`config.mk`:
```
export PLATFORM = sky130hd
export DESIGN_NAME = dot_product_acc
export DESIGN_NICKNAME = d
export VERILOG_FILES = /design/src/rtl/dot_product_acc_pkg.sv /design/src/rtl/wallace_tree_unsigned.sv /design/src/rtl/dot_product_acc.sv
export SDC_FILE = /design/constraint.sdc
export NUM_CORES = 1
export LEC_CHECK = 0
export BUFFER_PORTS_ARGS = -buffer_cell sky130_fd_sc_hd__buf_2
export CORE_ASPECT_RATIO = 0.75
export CORE_MARGIN = 2
export CORE_UTILIZATION = 55
export CTS_CLUSTER_DIAMETER = 50
export DETAILED_ROUTE_END_ITERATION = 10
export PLACE_DENSITY = 0.75
export SLEW_MARGIN = 25
export SYNTH_ARGS = -nofsm -noshare
export SYNTH_HDL_FRONTEND = slang
export SYNTH_SLANG_ARGS = --single-unit
```
`constraint.sdc`:
```
create_clock -name clk -period 2.9 [get_ports clk]
set_input_delay 0.145 -clock clk [delete_from_list [all_inputs] [get_ports clk]]
set_output_delay 0.145 -clock clk [all_outputs]
set_load 0.01 [all_outputs]
```
`src/rtl/dot_product_acc_pkg.sv`:
```
// Shared definitions for the dot-product accumulator: FSM states, widths and
// the carry-save compressor used by the Wallace tree multiplier.
package dot_product_acc_pkg;

  localparam int ACC_W_DEF = 24;
  localparam int CNT_W     = 9;

  typedef enum logic [1:0] {
    S_IDLE,
    S_RUN,
    S_DRAIN,
    S_DONE
  } state_e;

  // 3:2 compressor across 16 columns; returns {carry, sum}
  function automatic logic [31:0] csa(input logic [15:0] x, input logic [15:0] y,
                                      input logic [15:0] z);
    logic [15:0] s, c;
    s = x ^ y ^ z;
    c = ((x & y) | (x & z) | (y & z)) << 1;
    return {c, s};
  endfunction

endpackage

```
`src/rtl/wallace_tree_unsigned.sv`:
```
// 8x8 unsigned multiplier: partial products reduced 8->6->4->3->2 rows by
// carry-save layers, then one carry-propagate add.
module wallace_tree_unsigned
  import dot_product_acc_pkg::*;
(
  input  logic [7:0]  a_i,
  input  logic [7:0]  b_i,
  output logic [15:0] p_o
);

  logic [15:0] pp [8];
  logic [31:0] l1a, l1b, l2a, l2b, l3a, l4a;

  always_comb begin
    for (int i = 0; i < 8; i++) begin
      pp[i] = {8'd0, a_i & {8{b_i[i]}}} << i;
    end
  end

  assign l1a = csa(pp[0], pp[1], pp[2]);
  assign l1b = csa(pp[3], pp[4], pp[5]);
  assign l2a = csa(l1a[15:0], l1a[31:16], l1b[15:0]);
  assign l2b = csa(l1b[31:16], pp[6], pp[7]);
  assign l3a = csa(l2a[15:0], l2a[31:16], l2b[15:0]);
  assign l4a = csa(l3a[15:0], l3a[31:16], l2b[31:16]);

  // Carries out of bit 15 are dropped; an 8x8 product always fits 16 bits.
  assign p_o = l4a[15:0] + l4a[31:16];

endmodule

```
`src/rtl/dot_product_acc.sv`:
```
// Streaming unsigned dot product: multiplies accepted (a,b) pairs into a
// product register and accumulates them, presenting the sum after the run.
module dot_product_acc
  import dot_product_acc_pkg::*;
#(
  parameter int ACC_W = ACC_W_DEF
) (
  input  logic             clk,
  input  logic             rst,
  input  logic             start,
  input  logic [7:0]       len,
  input  logic             in_valid,
  output logic             in_ready,
  input  logic [7:0]       a,
  input  logic [7:0]       b,
  output logic             out_valid,
  input  logic             out_ready,
  output logic [ACC_W-1:0] result,
  output logic             busy
);

  state_e           state_q;
  logic [CNT_W-1:0] cnt_q, len_q;
  logic [15:0]      p_q, prod;
  logic             p_vld_q;
  logic [ACC_W-1:0] acc_q, acc_d;
  logic             in_ready_q, out_valid_q, busy_q;
  logic             accept, last;

  wallace_tree_unsigned u_mul (
    .a_i (a),
    .b_i (b),
    .p_o (prod)
  );

  assign accept = in_valid && in_ready_q;
  assign last   = (cnt_q + CNT_W'(1)) == len_q;
  assign acc_d  = acc_q + ACC_W'(p_q);

  always_ff @(posedge clk or posedge rst) begin
    if (rst) begin
      state_q     <= S_IDLE;
      cnt_q       <= '0;
      len_q       <= '0;
      p_q         <= '0;
      p_vld_q     <= 1'b0;
      acc_q       <= '0;
      in_ready_q  <= 1'b0;
      out_valid_q <= 1'b0;
      busy_q      <= 1'b0;
    end else begin
      p_vld_q <= accept;
      if (accept) p_q <= prod;
      if (p_vld_q) acc_q <= acc_d;
      case (state_q)
        S_IDLE: if (start) begin
          state_q    <= S_RUN;
          acc_q      <= '0;
          cnt_q      <= '0;
          // len of 0 means a full 256-pair vector
          len_q      <= {len == 8'd0, len};
          in_ready_q <= 1'b1;
          busy_q     <= 1'b1;
        end
        S_RUN: if (accept) begin
          cnt_q <= cnt_q + CNT_W'(1);
          if (last) begin
            state_q    <= S_DRAIN;
            in_ready_q <= 1'b0;
          end
        end
        S_DRAIN: begin
          state_q     <= S_DONE;
          out_valid_q <= 1'b1;
        end
        S_DONE: if (out_ready) begin
          state_q     <= S_IDLE;
          out_valid_q <= 1'b0;
          busy_q      <= 1'b0;
        end
        default: state_q <= S_IDLE;
      endcase
    end
  end

  assign in_ready  = in_ready_q;
  assign out_valid = out_valid_q;
  assign busy      = busy_q;
  assign result    = out_valid_q ? acc_q : '0;

endmodule
```
* Yosys cells after proc, flatten, opt, wreduce, memory -nomap -nowiden
Cells that the tools add are included.
Widths: inputs -> output; s select.
** Operators by class
- $add $sub $neg :: 3
- Multipliers :: 0
- Divide/modulo/power cells :: 0
- Magnitude comparators :: 0
- Eq/ne operators :: 8
- Shift-type cells :: 0
- Multiplexer cells :: 19
- Bitwise gates (word level) :: 50
- Reduce and logical (&&, ||, !) cells :: 12
** Operator list (count)
- $and 15x15->15 :: 10
- $or 15x15->15 :: 10
- $mux 24 :: 4
- $xor 16x16->16 :: 5
- $and 8x8->8 :: 8
- $add 24x16->24 :: 1
- $mux 9 :: 2
- $pmux 9 s2 :: 1
- $add 16x16->16 :: 1
- $xor 16x13->16 :: 1
- $xor 16x14->16 :: 1
- $xor 16x15->16 :: 1
- $and 14x15->15 :: 1
- $and 15x14->15 :: 1
- $or 15x10->15 :: 1
- $or 15x13->15 :: 1
- $and 11x13->13 :: 1
- $and 12x13->13 :: 1
- $xor 12x13->13 :: 1
- $and 11x12->12 :: 1
- $xor 11x12->12 :: 1
- $and 8x10->10 :: 1
- $and 9x10->10 :: 1
- $xor 9x10->10 :: 1
- 18 further kinds :: 35
** Word-level totals
- Bits in registers :: 64
- Bits in latches :: 0
- RAM bits :: 0
- Memory bits (read-only) :: 0
- Input port bits :: 29
- Output and inout port bits :: 27
- Word-level logic and storage cells :: 101
- Memories :: 0

* Longest topological paths before layout
- Depth in word-level cells :: 14
- Mapped depth :: 18

* Modules after synthesis
Synthesis repeated with hierarchy kept, for this count alone.
** Unflattened totals
- Cell total of the unflattened synthesis :: 644
- Area total of the unflattened synthesis :: 6019.5 um2
** Modules (own cells, without submodules)
- dot_product_acc :: instances 1, cells each 439, area each 4130.2 um2, seq. area each 1601.5 um2
- wallace_tree_unsigned :: instances 1, cells each 205, area each 1889.3 um2, seq. area each 0.0 um2

* Worst setup path after synthesis
No wires, ideal clock.
- Kind :: input port to flip-flop
- Start point :: in a[4]
- End point :: reg p_q[13]
- Library setup time :: 95 ps
- Arrival :: 3906 ps
- Slack :: -1101 ps
- Stages :: 15
- Path through :: and2_1 -> fa_1 -> inv_1 -> fa_1 -> fa_1 -> fa_1 -> inv_1 -> ha_1 -> nor2b_1 -> o21ai_0 -> a21boi_0 -> o31a_1 -> o21a_1 -> o21a_1 -> o31ai_1
** Between the ends
- Word-level cells in the longest chain between the ends :: 14
- Elaborated cells on any way between the ends :: 51
- Those cells by class :: 1 x add/sub; 50 x bitwise
** RTL lines
- start: declaration :: RTL line dot_product_acc.sv:14 : input logic [7:0] a,
- $and 8x8->8 :: RTL line wallace_tree_unsigned.sv:16 : pp[i] = {8'd0, a_i & {8{b_i[i]}}} << i;
- $and 8x9->9 / $and 8x10->10 (equally long branches) :: RTL line dot_product_acc_pkg.sv:20 : c = ((x & y) | (x & z) | (y & z)) << 1;
- $or 15x15->15 :: RTL line dot_product_acc_pkg.sv:20
- $or 15x10->15 :: RTL line dot_product_acc_pkg.sv:20
- $and 15x15->15 :: RTL line dot_product_acc_pkg.sv:20
- $or 15x15->15 (2 in a row) :: RTL line dot_product_acc_pkg.sv:20
- $and 15x15->15 :: RTL line dot_product_acc_pkg.sv:20
- $or 15x15->15 (2 in a row) :: RTL line dot_product_acc_pkg.sv:20
- $and 15x15->15 :: RTL line dot_product_acc_pkg.sv:20
- $or 15x15->15 (2 in a row) :: RTL line dot_product_acc_pkg.sv:20
- $add 16x16->16 * :: RTL line wallace_tree_unsigned.sv:28 : assign p_o = l4a[15:0] + l4a[31:16];
- end signal: assignment :: RTL line dot_product_acc.sv:53 : if (accept) p_q <= prod;
- end: declaration :: RTL line dot_product_acc.sv:24 : logic [15:0] p_q, prod;
Every way passes the cells marked *; elsewhere a longest branch is shown, timed or not.
A chain may end at the register's enable or synchronous reset.

* Final worst setup path
- Start point :: in a[4]
- End point :: reg p_q[15]
Same word-level chain as after synthesis.

==> summary.txt <==
Global routing
  – Global-route track usage on met3: 4.56%
  – Number of global-route vias before repair: between 5000 and 6000
  – Tot GR Track Use: 26.0%
  – Largest net degree at the start of global routing: 47
  – Total congestion overflow after global routing: 0
  – Global-route wire length before repair: 23600 µm
  – Met1 Track Usage GR: 35.2%
  – Met2 demand-to-capacity share in global routing: 43.1%
  – GRT Max-Usage Layer: met2
  – Initial antenna violation count: 0

Finish
  – Number of filler cells placed in the layout: 828
  – Share of post-route cells with drive strength above 1: about a fifth
  – Total area of sequential cells: ~0.0016 mm²
  – Antenna fix cells: 0
  – Post-Layout Inst Area: 0.00704 mm²
  – Net count of the finished layout: 860
  – Total area of multi-input combinational cells: between 0.004 and 0.005 mm²
  – Synthesis-to-finish area growth: 21.5%

STA
  – Number of pins exceeding their max-slew limit in the final report: 0
  – Slew at the pin closest to its max-slew limit: 0.819 ns
  – Worst Clk Skew: 0.00693 ns
  – Count of final setup violators: 8
  – Time the final worst path needs with I/O delays and setup: 3.74 ns
  – Setup repair after global routing missed its margin: yes
  – Post-route setup TNS: -4.18 ns
  – Final hold violation count: 45
  – Achievable frequency: 267 MHz
  – Worst hold slack across all endpoints: -0.0386 ns
  – Crit path setup slack, layout: -0.839 ns
  – Tcrit/Tclk final: 129%
  – Worst slew slack as a fraction of its limit: 45.3%

Critical path
  – Capturing element of the worst setup path: p_q[15]
  – Number of buffer and inverter stages on the critical path: 3
  – Maximum net fanout on the critical path: 6
  – Crit-path cells: buf_8 -> and2_4 -> fa_1 -> inv_1 -> fa_1 -> fa_1 -> fa_1 -> inv_2 -> ha_4 -> nor2b_4 -> o21ai_2 -> a21boi_2 -> o31a_1 -> o211ai_1 -> a2111oi_0 -> nand3b_1
  – Family with the most delay on the worst path: adder cells
  – CP required: 3.16 ns
  – CP endpoint kind: flop
  – Critical R2R Launch: p_q[0]
  – Data arrival time at the worst-slack endpoint: 4.00 ns
  – Slowest library cell on the worst path: sky130_fd_sc_hd__fa_1
  – Crit path top cell by count: sky130_fd_sc_hd__fa_1
  – Crit. path cell count: 16
  – Worst reg-to-reg path cell count: 9
  – Worst R2R Setup Slack: 0.32 ns
  – Setup crit start kind: input pin
  – Reg-to-reg endpoint: acc_q[18]
  – Max stage delay on crit path: 0.53 ns
  – Type of the worst setup path: input pin to flop
  – Source of the critical timing path: a[4]

Floorplan
  – Number of ports placed on the die boundary: 56
  – Cell Rows: 32
  – Die Width: between 100 and 150 µm
  – Chip height: approximately 93 µm
  – Core area: 0.0102 mm²
  – Initial standard-cell utilization of the core: 56.5%
  – Die Outline Area: 0.0114 mm²

Place
  – IO Port Bufs: between 50 and 60
  – Placed wire-length estimate after detailed placement: 10100 µm
  – Cell area reported after detailed placement: 0.00654 mm²
  – Pre-CTS setup slack: -1.23 ns
  – Final Wtd Congestion: around 0.99

Clock tree
  – Number of levels the H-tree was split into: 3
  – CTS Root Buffer Type: sky130_fd_sc_hd__clkbuf_16
  – Clock sink count: 64
  – Number of CTS-inserted buffers: 9
  – Clock tree buffer depth: 2
  – CTS tree: built
  – Clock network latency to the later pin of the worst-skew pair: approximately 0.33 ns
  – Clock-pin slew on the worst setup and hold paths: 0.05 ns

Synthesis
  – Post-synth EDFFs: 0
  – Cell types with the highest counts after synthesis: sky130_fd_sc_hd__nand2_1, sky130_fd_sc_hd__and2_1, sky130_fd_sc_hd__dfrtp_1, sky130_fd_sc_hd__inv_1, sky130_fd_sc_hd__ha_1
  – Syn_nets: 764
  – Distinct cells, synth: 60
  – Yosys warns: 0
  – Mapped Cells: 649
  – Leading cell types by total area after synthesis: sky130_fd_sc_hd__dfrtp_1, sky130_fd_sc_hd__fa_1, sky130_fd_sc_hd__ha_1
  – Top cell type's share of synthesized area: 27.7%
  – Ys flop type: sky130_fd_sc_hd__dfrtp_1
  – Post-synth ARST share: 100%
  – Share of synthesized area occupied by flip-flops and latches: 27.7%
  – Synthesized area: 0.00579 mm²
  – Cell taking the most area after synthesis: sky130_fd_sc_hd__dfrtp_1
  – Synthesized flop and latch total: 64
  – Post-Synthesis Mean Instance Area: 8.92 µm²
  – Count leader, synth: sky130_fd_sc_hd__nand2_1

Outcome
  – Status: finished with violations
  – Failing checks: negative hold slack, negative setup slack

Power
  – Total power consumption of the routed design: between 6000 and 7000 µW
  – Cell Pwr Density: 957 mW/mm²
  – Leakage power total: 0.00349 µW
  – Worst supply voltage drop on vdd: 566 µV

Job
  – # Max-Cap Violations: 0

Route
  – Iteration count of the initial detailed-routing pass: 4
  – Total Wirelength: 13500 µm
  – Wirelength per Cell: around 15 µm
  – DRC violation total after the first TritonRoute iteration: 328
  – Vias per Instance: around 5.6
  – Count of unresolved DRC violations after routing: 0
  – Total via count after detailed routing: approximately 5000
  – Remaining antenna violation count after routing: 0

Worst hold path
  – Type of the worst min-delay path: input pin to asynchronous set/reset pin
==> power by group <==
group          switching [µW]  internal (µW)  leakage (µW)
logic                    2190           1850       0.00252
registers                 321           1220      0.000807
clock network             378            775      0.000154
total                    2890           3850       0.00349
==> registers in the layout, indices dropped and copies added, names as in the netlist <==
name	cells
p_q	16
cnt_q	9
state_q	2
in_ready	1
len_q	9
acc_q	24
out_valid	1
p_vld_q	1
busy	1
==> through the flow <==
stage | utilization [%] | std cells
after floorplan | - | 649
final | 68.6 | 886
after global routing | 68.6 | 886
after detailed placement | 63.8 | 865
after CTS | 68.2 | 884
after global placement | 63.8 | 865
==> logic make-up after synthesis <==
group	share of synthesized area, %
AOI/OAI and AO/OA	15.4
adders and majority gates	23.8
buffers and inverters	4.88
xor gates and xnor gates	3.93
muxes	2.53
DFF	27.7
and+or+nand+nor	21.8
==> worst min path at each step <==
stage            from        to  slack (ns)  cells after the start
6_report          rst   p_q[14]       -0.04                      2
5_1_grt           rst  cnt_q[3]        0.03                      2
4_1_cts        len[4]  len_q[4]        0.02                      3
3_5_place_dp   len[4]  len_q[4]        0.36                      3
3_3_place_gp   len[6]  len_q[6]        0.36                      3
2_1_floorplan  len[0]  len_q[0]        0.25                      2
==> worst reg2reg max path, stage by stage, from the launching register on <==
cell                      delay, ns
sky130_fd_sc_hd__dfrtp_1       0.39
sky130_fd_sc_hd__ha_1          0.23
sky130_fd_sc_hd__fa_1          0.41
sky130_fd_sc_hd__a21o_1        0.18
sky130_fd_sc_hd__a21oi_1       0.28
sky130_fd_sc_hd__o21a_1        0.17
sky130_fd_sc_hd__o21ai_1       0.13
sky130_fd_sc_hd__a41oi_2       0.40
sky130_fd_sc_hd__or3_1         0.17
sky130_fd_sc_hd__a21oi_1       0.06
==> layout make-up <==
type / count / area share (%)
Multi-Input combinational cell: 512 / 57.3
Inverter: 55 / 2.95
Timing Repair Buffer: 103 / 10.1
Tap cell: 136 / 2.42
Clock buffer: 13 / 3.56
Clock inverter: 3 / 0.925
Sequential cell: 64 / 22.8
==> cells in the final DEF (no fill, tap or decap), types with 4 or more instances in the layout <==
| cell | netlist | routed |
|---|---|---|
| sky130_fd_sc_hd__nand2_1 | 92 | 86 |
| sky130_fd_sc_hd__dfrtp_1 | 64 | 64 |
| sky130_fd_sc_hd__and2_1 | 64 | 61 |
| sky130_fd_sc_hd__inv_1 | 54 | 50 |
| sky130_fd_sc_hd__buf_4 | 0 | 49 |
| sky130_fd_sc_hd__buf_2 | 1 | 44 |
| sky130_fd_sc_hd__ha_1 | 46 | 41 |
| sky130_fd_sc_hd__fa_1 | 40 | 36 |
| sky130_fd_sc_hd__o21ai_0 | 38 | 34 |
| sky130_fd_sc_hd__nor2_1 | 28 | 27 |
| sky130_fd_sc_hd__a21oi_1 | 25 | 24 |
| sky130_fd_sc_hd__xnor2_1 | 18 | 18 |
| sky130_fd_sc_hd__nand3_1 | 16 | 16 |
| sky130_fd_sc_hd__a21o_1 | 14 | 14 |
| sky130_fd_sc_hd__o21a_1 | 11 | 11 |
| sky130_fd_sc_hd__nor3_1 | 9 | 9 |
| sky130_fd_sc_hd__mux2i_1 | 9 | 9 |
| sky130_fd_sc_hd__clkbuf_16 | 0 | 9 |
| sky130_fd_sc_hd__xor2_1 | 8 | 8 |
| sky130_fd_sc_hd__and3_1 | 7 | 7 |
| sky130_fd_sc_hd__buf_6 | 1 | 7 |
| sky130_fd_sc_hd__nand2_2 | 0 | 6 |
| sky130_fd_sc_hd__o21ai_1 | 3 | 6 |
| sky130_fd_sc_hd__nand2b_1 | 6 | 6 |
| sky130_fd_sc_hd__or3_1 | 6 | 6 |
| sky130_fd_sc_hd__nand4_1 | 6 | 6 |
| sky130_fd_sc_hd__o31ai_1 | 6 | 5 |
| sky130_fd_sc_hd__a211oi_1 | 6 | 5 |
| sky130_fd_sc_hd__mux2_2 | 5 | 5 |
| sky130_fd_sc_hd__inv_2 | 1 | 4 |
| sky130_fd_sc_hd__nor4_1 | 4 | 4 |
| sky130_fd_sc_hd__nor4b_1 | 4 | 4 |
| sky130_fd_sc_hd__fa_2 | 0 | 4 |
| sky130_fd_sc_hd__ha_4 | 0 | 4 |
==> layer usage <==
layer  up-vias  part of all wire (%)
met5         -                     0
met4         0                   1.8
met3        22                   4.7
met2       131                    48
met1      2433                    46
li1       2418                     -
==> timing repair <==
| action | CTS | global route |
|---|---|---|
| hold buffers | 0 | 0 |
| pin swaps | 20 | 15 |
| resized for setup | 38 | 7 |
| endpoints found under the setup margin | 8 | 10 |
| setup buffers | 5 | 2 |
Power figures use the tool's default switching activity.
